$ cat config.mk
export PLATFORM = sky130hd
export DESIGN_NAME = bnn_param_loader
export DESIGN_NICKNAME = d
export VERILOG_FILES = /design/src/rtl/bnn_param_loader.sv
export SDC_FILE = /design/constraint.sdc
export NUM_CORES = 1
export LEC_CHECK = 0
export BUFFER_PORTS_ARGS = -buffer_cell sky130_fd_sc_hd__clkbuf_2
export CAP_MARGIN = 15
export CORE_UTILIZATION = 54
export CTS_BUF_LIST = sky130_fd_sc_hd__clkbuf_16
export CTS_CLUSTER_SIZE = 8
export DETAILED_ROUTE_END_ITERATION = 12
export GPL_ROUTABILITY_DRIVEN = 0
export PLACE_DENSITY = 0.76
export SKIP_CTS_REPAIR_TIMING = 1
export SYNTH_ARGS = -nofsm -noshare
export SYNTH_HDL_FRONTEND = slang
export SYNTH_SLANG_ARGS = --single-unit
$ cat constraint.sdc
create_clock -name clk -period 2.95 [get_ports clk]
set_clock_uncertainty 0.1 [all_clocks]
set_input_delay 0.1475 -clock clk [delete_from_list [all_inputs] [get_ports clk]]
set_output_delay 0.1475 -clock clk [all_outputs]
set_load 0.02 [all_outputs]
$ cat src/rtl/bnn_param_loader.sv
// -----------------------------------------------------------------------------
// bnn_param_loader
//   Streams host parameter bytes LSB-first into the serial parameter chain of
//   the tiny_bnn neuron array, one bit per cycle. After the load it can rotate
//   the chain once through itself and compare a CRC-8 of the rotated stream
//   against the CRC of the loaded stream to confirm the load.
//
// Ports
//   clk         in   system clock, rising edge
//   reset_n     in   asynchronous active-low reset
//   start       in   one-cycle pulse, begins a load when idle
//   data_in     in   [7:0] parameter byte, bit 0 shifted first
//   data_valid  in   data_in valid
//   data_ready  out  byte accepted this cycle when data_valid is also high
//   chain_tail  in   serial output of the last neuron in the chain
//   setup       out  chain shift enable / array setup mode
//   param_in    out  serial bit into the first neuron
//   busy        out  sequence in progress (LOAD / VERIFY)
//   done        out  one-cycle pulse at end of sequence
//   error       out  verify mismatch, sticky until the next accepted start
// -----------------------------------------------------------------------------
module bnn_param_loader #(
  parameter int N_NEURONS       = 8,
  parameter int BITS_PER_NEURON = 11,
  parameter int TOTAL_BITS      = N_NEURONS * BITS_PER_NEURON,
  parameter bit VERIFY_EN       = 1'b1
) (
  input  logic       clk,
  input  logic       reset_n,
  input  logic       start,
  input  logic [7:0] data_in,
  input  logic       data_valid,
  output logic       data_ready,
  input  logic       chain_tail,
  output logic       setup,
  output logic       param_in,
  output logic       busy,
  output logic       done,
  output logic       error
);

  localparam int            CW      = $clog2(TOTAL_BITS + 1);
  localparam logic [CW-1:0] C_TOTAL = CW'(TOTAL_BITS);
  localparam logic [CW-1:0] C_LAST  = CW'(TOTAL_BITS - 1);

  typedef enum logic [1:0] {S_IDLE, S_LOAD, S_VERIFY, S_FINISH} state_t;

  state_t        r_state;
  state_t        w_state_nxt;
  logic [7:0]    r_buf;
  logic [3:0]    r_occ;
  logic [CW-1:0] r_bit_cnt;
  logic [7:0]    r_crc;      // CRC of the loaded stream; frozen after LOAD as reference
  logic [7:0]    r_crc_chk;  // CRC of the stream seen at the chain tail during VERIFY
  logic          r_error;

  logic          w_shift;
  logic          w_last_bit;
  logic [CW-1:0] w_unacc;
  logic [CW-1:0] w_rem_after;
  logic          w_ready;
  logic          w_accept;
  logic [3:0]    w_occ_new;
  logic [7:0]    w_crc_chk_nxt;

  function automatic logic [7:0] crc8_step(input logic [7:0] crc, input logic b);
    logic fb;
    fb = crc[7] ^ b;
    return {crc[6:0], 1'b0} ^ (fb ? 8'h07 : 8'h00);
  endfunction

  assign w_shift     = (r_state == S_LOAD) && (r_occ != 4'd0);
  assign w_last_bit  = (r_bit_cnt == C_LAST);
  // Bits of the total not yet taken into the buffer.
  assign w_unacc     = C_TOTAL - r_bit_cnt - CW'(r_occ);
  // Bits still to be shifted after this cycle's shift; bounds the next byte.
  assign w_rem_after = C_TOTAL - r_bit_cnt - CW'(w_shift);
  // Ready when the buffer is empty or drains this cycle, so a continuously
  // offered byte lands without a bubble.
  assign w_ready     = (r_state == S_LOAD) && (r_occ <= 4'd1) && (w_unacc != '0);
  assign w_accept    = w_ready && data_valid;
  assign w_occ_new   = (w_rem_after >= CW'(8)) ? 4'd8 : 4'(w_rem_after);
  assign w_crc_chk_nxt = crc8_step(r_crc_chk, chain_tail);

  assign error = r_error;

  always_ff @(posedge clk or negedge reset_n) begin
    if (!reset_n) r_state <= S_IDLE;
    else          r_state <= w_state_nxt;
  end

  always_comb begin
    w_state_nxt = r_state;
    setup       = 1'b0;
    param_in    = 1'b0;
    data_ready  = 1'b0;
    busy        = 1'b0;
    done        = 1'b0;
    case (r_state)
      S_IDLE: begin
        if (start) w_state_nxt = S_LOAD;
      end
      S_LOAD: begin
        busy       = 1'b1;
        data_ready = w_ready;
        // An empty buffer (host stall) leaves setup low so the chain holds.
        if (w_shift) begin
          setup    = 1'b1;
          param_in = r_buf[0];
          if (w_last_bit) w_state_nxt = VERIFY_EN ? S_VERIFY : S_FINISH;
        end
      end
      S_VERIFY: begin
        busy     = 1'b1;
        setup    = 1'b1;
        // Feed the tail straight back so the chain ends where it started.
        param_in = chain_tail;
        if (w_last_bit) w_state_nxt = S_FINISH;
      end
      S_FINISH: begin
        done        = 1'b1;
        w_state_nxt = S_IDLE;
      end
      default: w_state_nxt = S_IDLE;
    endcase
  end

  always_ff @(posedge clk or negedge reset_n) begin
    if (!reset_n) begin
      r_occ     <= 4'd0;
      r_bit_cnt <= '0;
      r_crc     <= 8'h00;
      r_crc_chk <= 8'h00;
      r_error   <= 1'b0;
    end else begin
      case (r_state)
        S_IDLE: begin
          if (start) begin
            r_occ     <= 4'd0;
            r_bit_cnt <= '0;
            r_crc     <= 8'h00;
            r_crc_chk <= 8'h00;
            r_error   <= 1'b0;
          end
        end
        S_LOAD: begin
          if (w_accept)     r_occ <= w_occ_new;
          else if (w_shift) r_occ <= r_occ - 4'd1;
          if (w_shift) begin
            r_crc     <= crc8_step(r_crc, r_buf[0]);
            // Counter is reused by VERIFY, so it restarts at the last bit.
            r_bit_cnt <= w_last_bit ? '0 : r_bit_cnt + CW'(1);
          end
        end
        S_VERIFY: begin
          r_crc_chk <= w_crc_chk_nxt;
          r_bit_cnt <= w_last_bit ? '0 : r_bit_cnt + CW'(1);
          if (w_last_bit) r_error <= (w_crc_chk_nxt != r_crc);
        end
        default: ;
      endcase
    end
  end

  // Byte shift buffer: pure data, validity is tracked by r_occ.
  always_ff @(posedge clk) begin
    if (w_accept)     r_buf <= data_in;
    else if (w_shift) r_buf <= {1'b0, r_buf[7:1]};
  end

endmodule

Yosys cells after proc, flatten, opt, wreduce, memory -nomap -nowiden:

Cells that the tools add are included.

* add/sub/neg operators: 5
* order comparisons: 2
* bitwise logic cells: 4
* reductions and logical operators: 18
* equal/unequal tests: 10
* mux-type cells: 32

Operators by type and width (count)
* $mux 8: 4
* $pmux 8 s2: 2
* $mux 7: 3
* $pmux 7 s3: 1
* $mux 4: 4
* $xor 8x3->8: 2
* $reduce_and 3->1: 4
* $mux 2: 4
* $ne 2x2->1 const B: 4
* $ne 8x8->1: 1
* $pmux 2 s4: 1
* $pmux 4 s2: 1
* $add 7x1->7 const B: 1
* $eq 7x7->1 const B: 1
* $ge 7x4->1 const B: 1
* $mux 1: 7
* $reduce_bool 7->1: 1
* $sub 7x1->7: 1
* $sub 7x4->7: 1
* $sub 7x7->7 const A: 1
* $mux 3: 2
* $pmux 1 s2: 3
* $reduce_bool 2->1: 3
* $eq 2x2->1 const B: 2
* other kinds (12): 16

* register bits after elaboration: 38
* output and inout port bits: 6
* input port bits: 13

Longest topological paths before layout:

* depth in word-level cells: 7
* gate-level depth with buffers: 12
* depth with buffers taken out: 12

Worst setup path before layout:

Ideal clock, no wire load.

* path kind: register -> register
* from: reg r_bit_cnt[0]
* to: reg r_buf[0] (enable)
* period minus slack after synthesis: 3.181 ns
* slack: -0.231 ns
* arrival time: 2.751 ns
* stages on the path, launching flop included: 12
* path buffers: 1
* path through: dfrtp_1 -> inv_1 -> ha_1 -> xnor2_1 -> ha_1 -> o21ai_0 -> nor2_1 -> a22oi_2 -> o22ai_1 -> a311oi_4 -> buf_6 -> or2_1

* cells in the longest elaborated chain, start to end: 6

Ends and longest elaborated chain
* start: declaration: line 52 `logic [CW-1:0] r_bit_cnt;`
* start signal: assignment: line 152 `r_bit_cnt <= w_last_bit ? '0 : r_bit_cnt + CW'(1);`
* start signal: assignment: line 157 `r_bit_cnt <= w_last_bit ? '0 : r_bit_cnt + CW'(1);`
* $sub 7x7->7: line 75 `assign w_unacc = C_TOTAL - r_bit_cnt - CW'(r_occ);`
* $sub 7x4->7: line 75
* $reduce_bool 7->1: line 80 `assign w_ready = (r_state == S_LOAD) && (r_occ <= 4'd1) && (w_unacc != '0);`
* $logic_and 1x1->1: line 80
* $logic_and 1x1->1: line 81 `assign w_accept = w_ready && data_valid;`
* $reduce_bool 2->1 (no source line)
* end signal: assignment: line 167 `if (w_accept) r_buf <= data_in;`
* end signal: assignment: line 168 `else if (w_shift) r_buf <= {1'b0, r_buf[7:1]};`
* end: declaration: line 50 `logic [7:0] r_buf;`

No other way between the ends.
A chain may end at the register's enable or synchronous reset.

Final worst setup path:

* from: reg r_bit_cnt[0]
* to: reg r_buf[4] (data pin)

* cells in the longest elaborated chain, start to end: 6

Ends and longest elaborated chain (line)
* $sub 7x7->7: 75
* $sub 7x4->7: 75
* $reduce_bool 7->1: 80
* $logic_and 1x1->1: 80
* $logic_and 1x1->1: 81
* $mux 8: 167

No other way between the ends.

==> flow_metrics.tcl <==
set metrics [dict create \
    grt_max_degree 31 \
    worst_slew_margin_rel_pct 50.18 \
    synth_seq_cells 38 \
    drt_wl_total_mm 4.884 \
    clk_path_buf_depth 2 \
    boundaryPins 19 \
    critical_path.startpoint_type "register" \
    max_freq_ghz 0.3555 \
    area_growth_pct 18.14 \
    total_negative_setup_slacks_ns 0 \
    die-width_um 69.15 \
    vdd_ir_drop_max_uv 752.4 \
    timing.critical_path.cells "inv_2 > ha_4 > ha_4 > nor2b_4 > o21a_1 > nor2_1 > a22oi_2 > o22ai_2 > a311oi_4 > buf_12 > mux2_2" \
    critPathArrivalTime_ns 2.74 \
    critPathSlowestCell "dfrtp_2" \
    core_area_um2 4354 \
    layout_worst_path_cycle_share_pct 95.34 \
    placementRows 24 \
    grt_pass1_vias 1790 \
    setup_repair_after_global_routing_missed_its_margin "false" \
    power_leakage_uw 0.001275 \
    critPathRequiredTime_ns 2.88 \
    clk-insertion-delay-late_ns 0.28 \
    detailedRoute.firstPassIterationCount 4 \
    h-tree-depth 2 \
    synth-edff-count 8 \
    netlist_instances 233 \
    path_class "register to register" \
    critical_path_buf_inv_count 2 \
    worst-slew-pin-transition_ns 0.7474 \
    antenna_cells 0 \
    critical_path.endpoint_type "register" \
    ctsRootBufferMaster "clkbuf_16" \
    hold-path-cell-count 2 \
    synth.yosys.warnings 0 \
    cts_tree "done" \
    chipHeight_um 69.15 \
    port_buffers 18 \
    fin_nets 290 \
    detailedPlacementHpwl_mm 3.655 \
    yosys_most_used_dff "dfrtp_1" \
    clkTransAtPathRegs_ns 0.06 \
    drive_above_1_share_pct 25.86 \
    power_density_normalized_to_cell_area_nw_per_um2 1131 \
    synthesis.area_per_instance_um2 10.45 \
    final_max_slew_viols 0 \
    worst_path_largest_cell_delay_ns 0.45 \
    final.fill_count 342 \
    run_status "complete, no violations" \
    grt_use_total_pct 22.38 \
    total_setup_violations_reported_at_the_end_of_the_flow 0 \
    crit_family "compound AO/OA/AOI/OAI gates" \
    clock-sinks 38 \
    sequential_share_of_the_synthesized_area_pct 40.70 \
    post_synth_num_cell_types 55 \
    cts_made_buffers 5 \
    hold_path_class "primary input to register" \
    grt.overflow.total 0 \
    ys_async_sr_fraction_pct 78.95 \
    worst_r2r_path_depth 11 \
    post-route-drc-count 0 \
    die-area_um2 4782 \
    crit_top_cell "ha_4" \
    period_minus_slack_ns 2.813 \
    wp_depth 11 \
    ant_nets 0 \
    hold_viol_final 0 \
    antenna_found_initial 0 \
    wire_length_of_the_first_global_routing_pass_mm 8.480 \
    finalHoldWorstSlack_ns 0.04424 \
    synth_area_um2 2435 \
    worst-path-max-fanout 17 \
    routedWlPerCell_um 15.50 \
    route.vias.total 1845 \
    initial_core_util_pct 55.92 \
    avgViaCountPerCell 5.857 \
    post_syn_nets 261 \
    drtIter0Drc 116 \
    max-cap-violations 0 \
]
cells in the mapped netlist, types with 5 or more instances:
| cell | number | area [um2] |
|---|---|---|
| a21oi_1 | 6 | 30.03 |
| o21ai_0 | 15 | 75.07 |
| a22o_1 | 14 | 122.6 |
| nor3_1 | 8 | 40.04 |
| inv_1 | 13 | 48.80 |
| ha_1 | 15 | 187.7 |
| nand3_1 | 6 | 30.03 |
| nor2_1 | 9 | 33.78 |
| edfxtp_1 | 8 | 240.2 |
| nand2_1 | 19 | 71.32 |
| dfrtp_1 | 30 | 750.7 |
| xor2_1 | 11 | 96.34 |
| mux2_2 | 6 | 67.56 |
| xnor2_1 | 5 | 43.79 |
layout by cell type, fill, tap and decap left out, types with 3 or more instances in the layout:
master,n
clkbuf_16,5
clkbuf_2,18
o21a_1,3
nor3_1,8
mux2i_1,3
ha_4,3
nor2_1,9
buf_4,9
xor2_1,10
a22o_1,14
a21oi_1,6
nand2b_1,4
o21ai_0,14
o31ai_1,4
dfrtp_1,28
and3_1,3
nand2_1,19
and2_1,3
edfxtp_1,8
xnor2_1,4
mux2_2,6
ha_1,11
nand3_1,6
inv_1,11
inv_2,4
a221o_1,3
cell type report:
class | count | area (um2) | share of cell area [%]
clock buffer | 5 | 125.1 | 4.350
clock inverter | 3 | 16.27 | 0.5655
inverter | 15 | 56.30 | 1.957
sequential | 38 | 993.5 | 34.54
multi-input combinational | 173 | 1433 | 49.80
timing repair buffer | 29 | 187.7 | 6.525
tap | 52 | 65.06 | 2.262
report_power, final:
part / internal (uW) / leakage, uW / switching (uW)
Clock: 308 / 0.0000672 / 202
Combinational: 843 / 0.000734 / 1000
Sequential: 730 / 0.000474 / 168
path summary, 6_finish.rpt:
kind / start / to / slack (ns)
worst max-delay path: r_bit_cnt[0] / r_buf[4] / 0.14
worst min-delay path: data_in[7] / r_buf[7] / 0.04
worst max register to register: r_bit_cnt[0] / r_buf[4] / 0.14
worst min register to register: r_occ[1] / r_occ[1] / 0.42
max in group asynchronous: reset_n / r_bit_cnt[0] / 1.87
min in group asynchronous: reset_n / r_bit_cnt[4] / 0.37
metrics by stage:
| stage | power (uW) | setup slack, ns | utilization [%] | instance area (um2) | instances |
|---|---|---|---|---|---|
| 3_3_place_gp | 2632 | 0.09171 | 62.10 | 2704 | 305 |
| 5_1_grt | 3524 | 0.01583 | 66.06 | 2877 | 315 |
| 4_1_cts | 3231 | 0.006418 | 65.34 | 2845 | 313 |
| 2_1_floorplan | 2282 | 0.00007994 | - | 2510 | 233 |
| 6_report | 3254 | 0.1374 | 66.06 | 2877 | 315 |
| 3_5_place_dp | 2702 | 0.01573 | 62.10 | 2704 | 305 |
metal layers:
layer / GRT usage, % / vias to the layer above / wire (um)
li1: - / 912 / -
met4: 7.483 / 0 / 59
met5: 0 / - / 0
met2: 34.30 / 38 / 2234
met1: 30.72 / 886 / 2357
met3: 6.140 / 9 / 232
state kept, by name, summed over array words and instances (netlist names):
name       count
error          1
r_bit_cnt      7
r_buf          8
r_crc          8
r_crc_chk      8
r_occ          4
r_state        2
cell families after synthesis:
family	synth area share [%]
compound gates	21.17
xor+xnor	7.811
fa+ha+maj	7.708
buf+inv	4.008
flops	40.70
mux	4.933
simple gates	13.67
No activity file was read; power rests on OpenSTA's default activity.
